--- config.mk ---
export PLATFORM = sky130hd
export DESIGN_NAME = prog_mem_loader
export DESIGN_NICKNAME = d
export VERILOG_FILES = /design/src/rtl/prog_mem_loader_pkg.sv /design/src/rtl/prog_mem_loader_fletcher16_acc.sv /design/src/rtl/prog_mem_loader.sv
export SDC_FILE = /design/constraint.sdc
export NUM_CORES = 2
export LEC_CHECK = 0
export ABC_AREA = 1
export BUFFER_PORTS_ARGS = -buffer_cell sky130_fd_sc_hd__buf_2
export CAP_MARGIN = 10
export CORE_MARGIN = 4
export CORE_UTILIZATION = 45
export CTS_CLUSTER_DIAMETER = 200
export CTS_CLUSTER_SIZE = 24
export DETAILED_ROUTE_END_ITERATION = 8
export SETUP_SLACK_MARGIN = 0.05
export SKIP_LAST_GASP = 1
export SYNTH_ARGS = -nofsm -noshare
export SYNTH_HDL_FRONTEND = slang
export SYNTH_SLANG_ARGS = --single-unit
--- constraint.sdc ---
create_clock -name clk -period 15.6 [get_ports clk]
set_input_delay 2.34 -clock clk [delete_from_list [all_inputs] [get_ports clk]]
set_output_delay 2.34 -clock clk [all_outputs]
set_load 0.01 [all_outputs]
--- src/rtl/prog_mem_loader_pkg.sv ---
// Shared types and constants for the program-memory loader: FSM states,
// frame sync byte and the Fletcher-16 modular add.
package prog_mem_loader_pkg;

    typedef enum logic [2:0] {
        ST_IDLE,
        ST_LEN_LO,
        ST_LEN_HI,
        ST_DATA,
        ST_CK1,
        ST_CK2,
        ST_DONE,
        ST_ERR
    } state_e;

    localparam logic [7:0] SYNC_BYTE    = 8'hA5;
    localparam logic [8:0] FLETCHER_MOD = 9'd255;

    // (a + b) mod 255 with both operands already reduced: one conditional subtract suffices
    function automatic logic [7:0] mod255_add(input logic [7:0] a, input logic [7:0] b);
        logic [8:0] sum;
        sum = {1'b0, a} + {1'b0, b};
        if (sum >= FLETCHER_MOD) begin
            sum = sum - FLETCHER_MOD;
        end
        return sum[7:0];
    endfunction

endpackage

--- src/rtl/prog_mem_loader_fletcher16_acc.sv ---
// Fletcher-16 running sums over a byte stream; clear restarts both sums at 0.
module fletcher16_acc
    import prog_mem_loader_pkg::*;
(
    input  logic       clk,
    input  logic       reset,
    input  logic       clear_i,
    input  logic       en_i,
    input  logic [7:0] byte_i,
    output logic [7:0] s1_o,
    output logic [7:0] s2_o
);

    logic [7:0] s1_q, s1_d;
    logic [7:0] s2_q, s2_d;

    // s2 accumulates the updated s1, not the previous one
    always_comb begin
        s1_d = s1_q;
        s2_d = s2_q;
        if (clear_i) begin
            s1_d = '0;
            s2_d = '0;
        end else if (en_i) begin
            s1_d = mod255_add(s1_q, byte_i);
            s2_d = mod255_add(s2_q, s1_d);
        end
    end

    always_ff @(posedge clk or posedge reset) begin
        if (reset) begin
            s1_q <= '0;
            s2_q <= '0;
        end else begin
            s1_q <= s1_d;
            s2_q <= s2_d;
        end
    end

    assign s1_o = s1_q;
    assign s2_o = s2_q;

endmodule

--- src/rtl/prog_mem_loader.sv ---
// Instruction memory with a 1-cycle fetch port and a byte-stream loader that
// writes framed, Fletcher-16 protected images into the same RAM.
module prog_mem_loader
    import prog_mem_loader_pkg::*;
#(
    parameter int unsigned WORD_W    = 16,
    parameter int unsigned ADDR_W    = 8,
    parameter string       INIT_FILE = ""
) (
    input  logic              clk,
    input  logic              reset,
    input  logic [ADDR_W-1:0] fetch_addr,
    output logic [WORD_W-1:0] fetch_data,
    input  logic              rx_valid,
    input  logic [7:0]        rx_byte,
    output logic              rx_ready,
    output logic              loading,
    output logic              load_done,
    output logic              load_err,
    output logic [ADDR_W:0]   words_loaded
);

    localparam int unsigned BYTES  = WORD_W / 8;
    localparam int unsigned DEPTH  = 1 << ADDR_W;
    localparam int unsigned LANE_W = (BYTES > 1) ? $clog2(BYTES) : 1;
    localparam int unsigned CNT_W  = ADDR_W + 1;

    state_e              state_q, state_d;
    logic [7:0]          len_lo_q, len_lo_d;
    logic [CNT_W-1:0]    len_q, len_d;
    logic [CNT_W-1:0]    words_q, words_d;
    logic [ADDR_W-1:0]   addr_q, addr_d;
    logic [LANE_W-1:0]   lane_q, lane_d;
    logic [WORD_W-1:0]   word_q, word_d;
    logic                loading_q, loading_d;
    logic                done_q, done_d;
    logic                err_q, err_d;
    logic                ck1_ok_q, ck1_ok_d;
    logic [WORD_W-1:0]   fetch_data_q;

    logic                accept_c;
    logic                last_lane_c;
    logic                mem_we_c;
    logic                ck_clear_c;
    logic                ck_en_c;
    logic [15:0]         len16_c;
    logic [WORD_W-1:0]   wr_word_c;
    logic [7:0]          s1, s2;

    logic [WORD_W-1:0]   mem [DEPTH];

    assign rx_ready = ~reset;
    assign accept_c = rx_valid & rx_ready;

    fletcher16_acc u_ck (
        .clk     (clk),
        .reset   (reset),
        .clear_i (ck_clear_c),
        .en_i    (ck_en_c),
        .byte_i  (rx_byte),
        .s1_o    (s1),
        .s2_o    (s2)
    );

    // Frame parser: next-state and datapath updates
    always_comb begin
        state_d    = state_q;
        len_lo_d   = len_lo_q;
        len_d      = len_q;
        words_d    = words_q;
        addr_d     = addr_q;
        lane_d     = lane_q;
        word_d     = word_q;
        loading_d  = loading_q;
        done_d     = done_q;
        err_d      = err_q;
        ck1_ok_d   = ck1_ok_q;
        mem_we_c   = 1'b0;
        ck_clear_c = 1'b0;
        ck_en_c    = 1'b0;

        len16_c     = {rx_byte, len_lo_q};
        last_lane_c = (lane_q == LANE_W'(BYTES - 1));
        wr_word_c   = word_q;
        for (int unsigned b = 0; b < BYTES; b++) begin
            if (lane_q == LANE_W'(b)) begin
                wr_word_c[b*8 +: 8] = rx_byte;
            end
        end

        if (accept_c) begin
            case (state_q)
                ST_IDLE, ST_DONE, ST_ERR: begin
                    if (rx_byte == SYNC_BYTE) begin
                        state_d    = ST_LEN_LO;
                        loading_d  = 1'b1;
                        done_d     = 1'b0;
                        err_d      = 1'b0;
                        words_d    = '0;
                        ck_clear_c = 1'b1;
                    end
                end
                ST_LEN_LO: begin
                    len_lo_d = rx_byte;
                    state_d  = ST_LEN_HI;
                end
                ST_LEN_HI: begin
                    if (17'(len16_c) > 17'(DEPTH)) begin
                        state_d   = ST_ERR;
                        loading_d = 1'b0;
                        err_d     = 1'b1;
                    end else if (len16_c == 16'd0) begin
                        state_d = ST_CK1;
                    end else begin
                        state_d = ST_DATA;
                        len_d   = CNT_W'(len16_c);
                        addr_d  = '0;
                        lane_d  = '0;
                    end
                end
                ST_DATA: begin
                    ck_en_c = 1'b1;
                    word_d  = wr_word_c;
                    if (last_lane_c) begin
                        mem_we_c = 1'b1;
                        addr_d   = addr_q + ADDR_W'(1);
                        words_d  = words_q + CNT_W'(1);
                        lane_d   = '0;
                        if (words_q + CNT_W'(1) == len_q) begin
                            state_d = ST_CK1;
                        end
                    end else begin
                        lane_d = lane_q + LANE_W'(1);
                    end
                end
                ST_CK1: begin
                    ck1_ok_d = (rx_byte == s1);
                    state_d  = ST_CK2;
                end
                ST_CK2: begin
                    loading_d = 1'b0;
                    if (ck1_ok_q && (rx_byte == s2)) begin
                        state_d = ST_DONE;
                        done_d  = 1'b1;
                    end else begin
                        state_d = ST_ERR;
                        err_d   = 1'b1;
                    end
                end
                default: state_d = ST_IDLE;
            endcase
        end
    end

    always_ff @(posedge clk or posedge reset) begin
        if (reset) begin
            state_q   <= ST_IDLE;
            len_lo_q  <= '0;
            len_q     <= '0;
            words_q   <= '0;
            addr_q    <= '0;
            lane_q    <= '0;
            word_q    <= '0;
            loading_q <= 1'b0;
            done_q    <= 1'b0;
            err_q     <= 1'b0;
            ck1_ok_q  <= 1'b0;
        end else begin
            state_q   <= state_d;
            len_lo_q  <= len_lo_d;
            len_q     <= len_d;
            words_q   <= words_d;
            addr_q    <= addr_d;
            lane_q    <= lane_d;
            word_q    <= word_d;
            loading_q <= loading_d;
            done_q    <= done_d;
            err_q     <= err_d;
            ck1_ok_q  <= ck1_ok_d;
        end
    end

    // RAM contents survive reset; an aborted frame leaves written words in place
    always_ff @(posedge clk) begin
        if (mem_we_c) begin
            mem[addr_q] <= wr_word_c;
        end
    end

    // Fetch port sees the pre-write word when the loader hits the same address
    always_ff @(posedge clk or posedge reset) begin
        if (reset) begin
            fetch_data_q <= '0;
        end else begin
            fetch_data_q <= mem[fetch_addr];
        end
    end

    assign fetch_data   = fetch_data_q;
    assign loading      = loading_q;
    assign load_done    = done_q;
    assign load_err     = err_q;
    assign words_loaded = words_q;

endmodule

==> out/metrics.cfg <==
[final_layout]
nets=14021
multi_input_area_mm2=0.0403
final_cells=19046
seqCellArea_mm2=0.125
stdcell_area_mm2=0.181
drive_above_1_share_pct=5.61
syn_to_final_growth_pct=6.81
fin_util_pct=48.3
fill_cells=33001

[sta]
clock.fmax_ghz=0.149
relSlewSlack_pct=-4.85
hold_viol_final=0
setup_tns_ns=0
fin_crit_ns=6.73
finClkSkew_ns=0.102
rsz0062_at_grt=false
slew_violations=64
worstMarginPinSlew_ns=1.57
fin_crit_sh_pct=43.2
finalSetupViolations=0

[critical_path]
start_kind=input pin
reg2reg_from=state_q[2]$_DFFE_PP0P_
criticalPathCategory=in2reg
r2r_cells=12
r2r_setup_slack_ns=10.14
path_max_fanout=149
critPathLaunch=fetch_addr[0]
reg2reg_to=mem[31][10]$_DFFE_PP_
endpoint=fetch_data[5]$_DFF_PP0_
crit_arrival_ns=7.64
required_ns=16.50
endpoint_kind=flop

[synth]
synth_mux_area_share_pct=0
synth.avg_cell_area_um2=11.9
ys_types=39
yosysMostFrequentCell=nand2_1
synth_top_family_by_area=simple AND/OR/NAND/NOR gates
yosysTopAreaCellShare_pct=72.5
synth_fp_nets=14322
synth_adder_area_share_pct=0.201
yosysWarningCount=0
yosysSeqAreaShare_pct=73.8
synthArstFlopShare_pct=2.15
yosys.area_share.simple_pct=22.9
synth_xor_area_share_pct=0.0877
netlist_area_mm2=0.170
yosys_most_used_dff=edfxtp_1
ys_ff_latch=4186
synthTopCellsByArea=edfxtp_1 72%, nand3_1 12%, nand2_1 9.7%, dfrtp_1 1.3%, buf_2 1.2%
synth_common_cells=4,367 x nand2_1, 4,130 x nand3_1, 4,096 x edfxtp_1, 418 x buf_2, 368 x clkbuf_1
synth_compound_area_share_pct=0.307
synth_edf_count=4096
synth_top_area_cell=edfxtp_1
syn_inst=14277

[grt]
grt_pass1_vias=100990
grt_usage_pct=24.6
grt_pass1_wl_um=714000
grt.overflow.total=0
grt_max_degree=191
antenna_found_initial=23

[place]
portBuffers=47
place_hpwl_um=268000
dp_cells=18772
placed_cell_area_mm2=0.176
gp_congestion=0.823

[route]
antenna_left=0
drt_wl_total_um=491000
vias=109845
drt_iter0_drc=14086
firstDrtPassIters=6
drc_errors=0
wl_per_cell_um=25.8
via_per_inst=5.77

[run_status]
failed_checks=slew limit
outcome=complete, but fails checks

[clock_network]
cts_tree=built
path_clk_slew_ns=0.10
cts_buffers=196
cts.repair.resized=0
clk_latency_ns=0.97
htreeDepth=4
cts_max_path_buffers=4
cts_hold_buf=0
post_cts_buffers=0
cts_root_buf=clkbuf_16
numClockSinks=4186

[die]
core.rowCount=225
fp.coreArea_mm2=0.376
start_util_pct=45.2
die_x_um=622
die-area_mm2=0.387
dieHeight_um=622
ios=48

[power]
powerDensity_mw_per_mm2=137
comb_power_share_pct=18.7
p_sw_w=0.00748
ir_worst_vdd_v=0.000254
pwr-share-seq_pct=58.0
internal_power_w=0.0174
clkPwrFrac_pct=23.3
p_sw_share_pct=30.0
finalPower_w=0.0249
p_leak_nw=62.7

[worst_hold_path]
hold_class=reg2reg

[job]
cap_viol_max_count=0

stage by stage:
step / hold WS, ns / setup slack (ns)
after floorplan: 0.442 / 1.02
after detailed placement: 0.463 / 8.08
after global placement: 0.453 / 8.09
after CTS: 0.488 / 9.12
after global routing: 0.512 / 8.75
final: 0.483 / 8.87
worst min-delay path by stage:
| stage | from | end | slack [ns] | cells past startpoint |
|---|---|---|---|---|
| global route | u_ck.s1_o[0]$_DFFE_PP0P_ | u_ck.s1_o[0]$_DFFE_PP0P_ | 0.51 | 2 |
| floorplan | word_q[0]$_DFFE_PP0P_ | word_q[0]$_DFFE_PP0P_ | 0.44 | 2 |
| CTS | word_q[1]$_DFFE_PP0P_ | word_q[1]$_DFFE_PP0P_ | 0.49 | 2 |
| detailed placement | loading$_DFFE_PP0P_ | loading$_DFFE_PP0P_ | 0.46 | 2 |
| global placement | word_q[7]$_DFFE_PP0P_ | word_q[7]$_DFFE_PP0P_ | 0.45 | 2 |
| finish | word_q[5]$_DFFE_PP0P_ | word_q[5]$_DFFE_PP0P_ | 0.48 | 2 |
state kept, by name (all words and copies together) (netlist names), 3 cells and up:
register and flops:
len_lo_q 8, len_q 9, u_ck.s2_o 8, state_q 3
addr_q 8, words_loaded 9, word_q 16, u_ck.s1_o 8
fetch_data 16, mem 4096
metal layers:
metal,part of all wire (%),track usage [%],vias to the layer above
li1,-,-,49862
met1,42,36.1,54493
met2,46,38.0,4821
met3,8.6,3.50,659
met4,3.8,8.16,10
met5,0.012,0,-
critical path: stages:
cell and delay (ns):
buf_12 0.42, buf_4 0.81, buf_4 0.73, buf_4 0.79
nand2_1 0.13, nand3_1 0.14, nand3_1 0.09, nand3_1 0.23
nand3_1 0.23, nand3_1 0.16, nand3_1 0.51, nand3_1 0.45
and2_1 0.18
cell usage in the layout, fill, tap and decap left out, types with 24 or more instances in the layout:
cell,instances
nand2_1,4359
nand3_1,4122
edfxtp_1,4096
buf_4,378
nor2_1,249
clkbuf_16,201
inv_1,107
dfrtp_1,89
clkbuf_1,60
o21ai_0,54
nor2_2,51
buf_2,41
buf_12,27
ha_1,24
power groups by stage:
stage | sequential [W] | combinational [W] | clock (W)
2_1_floorplan | 0.0161 | 0.00216 | 0
3_3_place_gp | 0.0147 | 0.00456 | 0
3_5_place_dp | 0.0147 | 0.00462 | 0
4_1_cts | 0.0144 | 0.00462 | 0.00588
5_1_grt | 0.0145 | 0.00495 | 0.00629
6_report | 0.0144 | 0.00464 | 0.00580
logic make-up after synthesis:
group | count (synthesis)
adders and majority gates | 26
buffers and inverters | 1070
AOI/OAI and AO/OA | 99
xor gates and xnor gates | 17
DFF | 4186
and+or+nand+nor | 8879
layout make-up:
class                      count  area share (%)
multi-input combinational   9021            22.2
antenna                        6         0.00828
inverter                     119           0.268
clock buffer                 261            2.90
clock inverter                 7          0.0545
sequential                  4186            69.1
tap                         4994            3.45
timing repair buffer         452            2.02
Note: power is estimated with default switching activity, not from simulation.
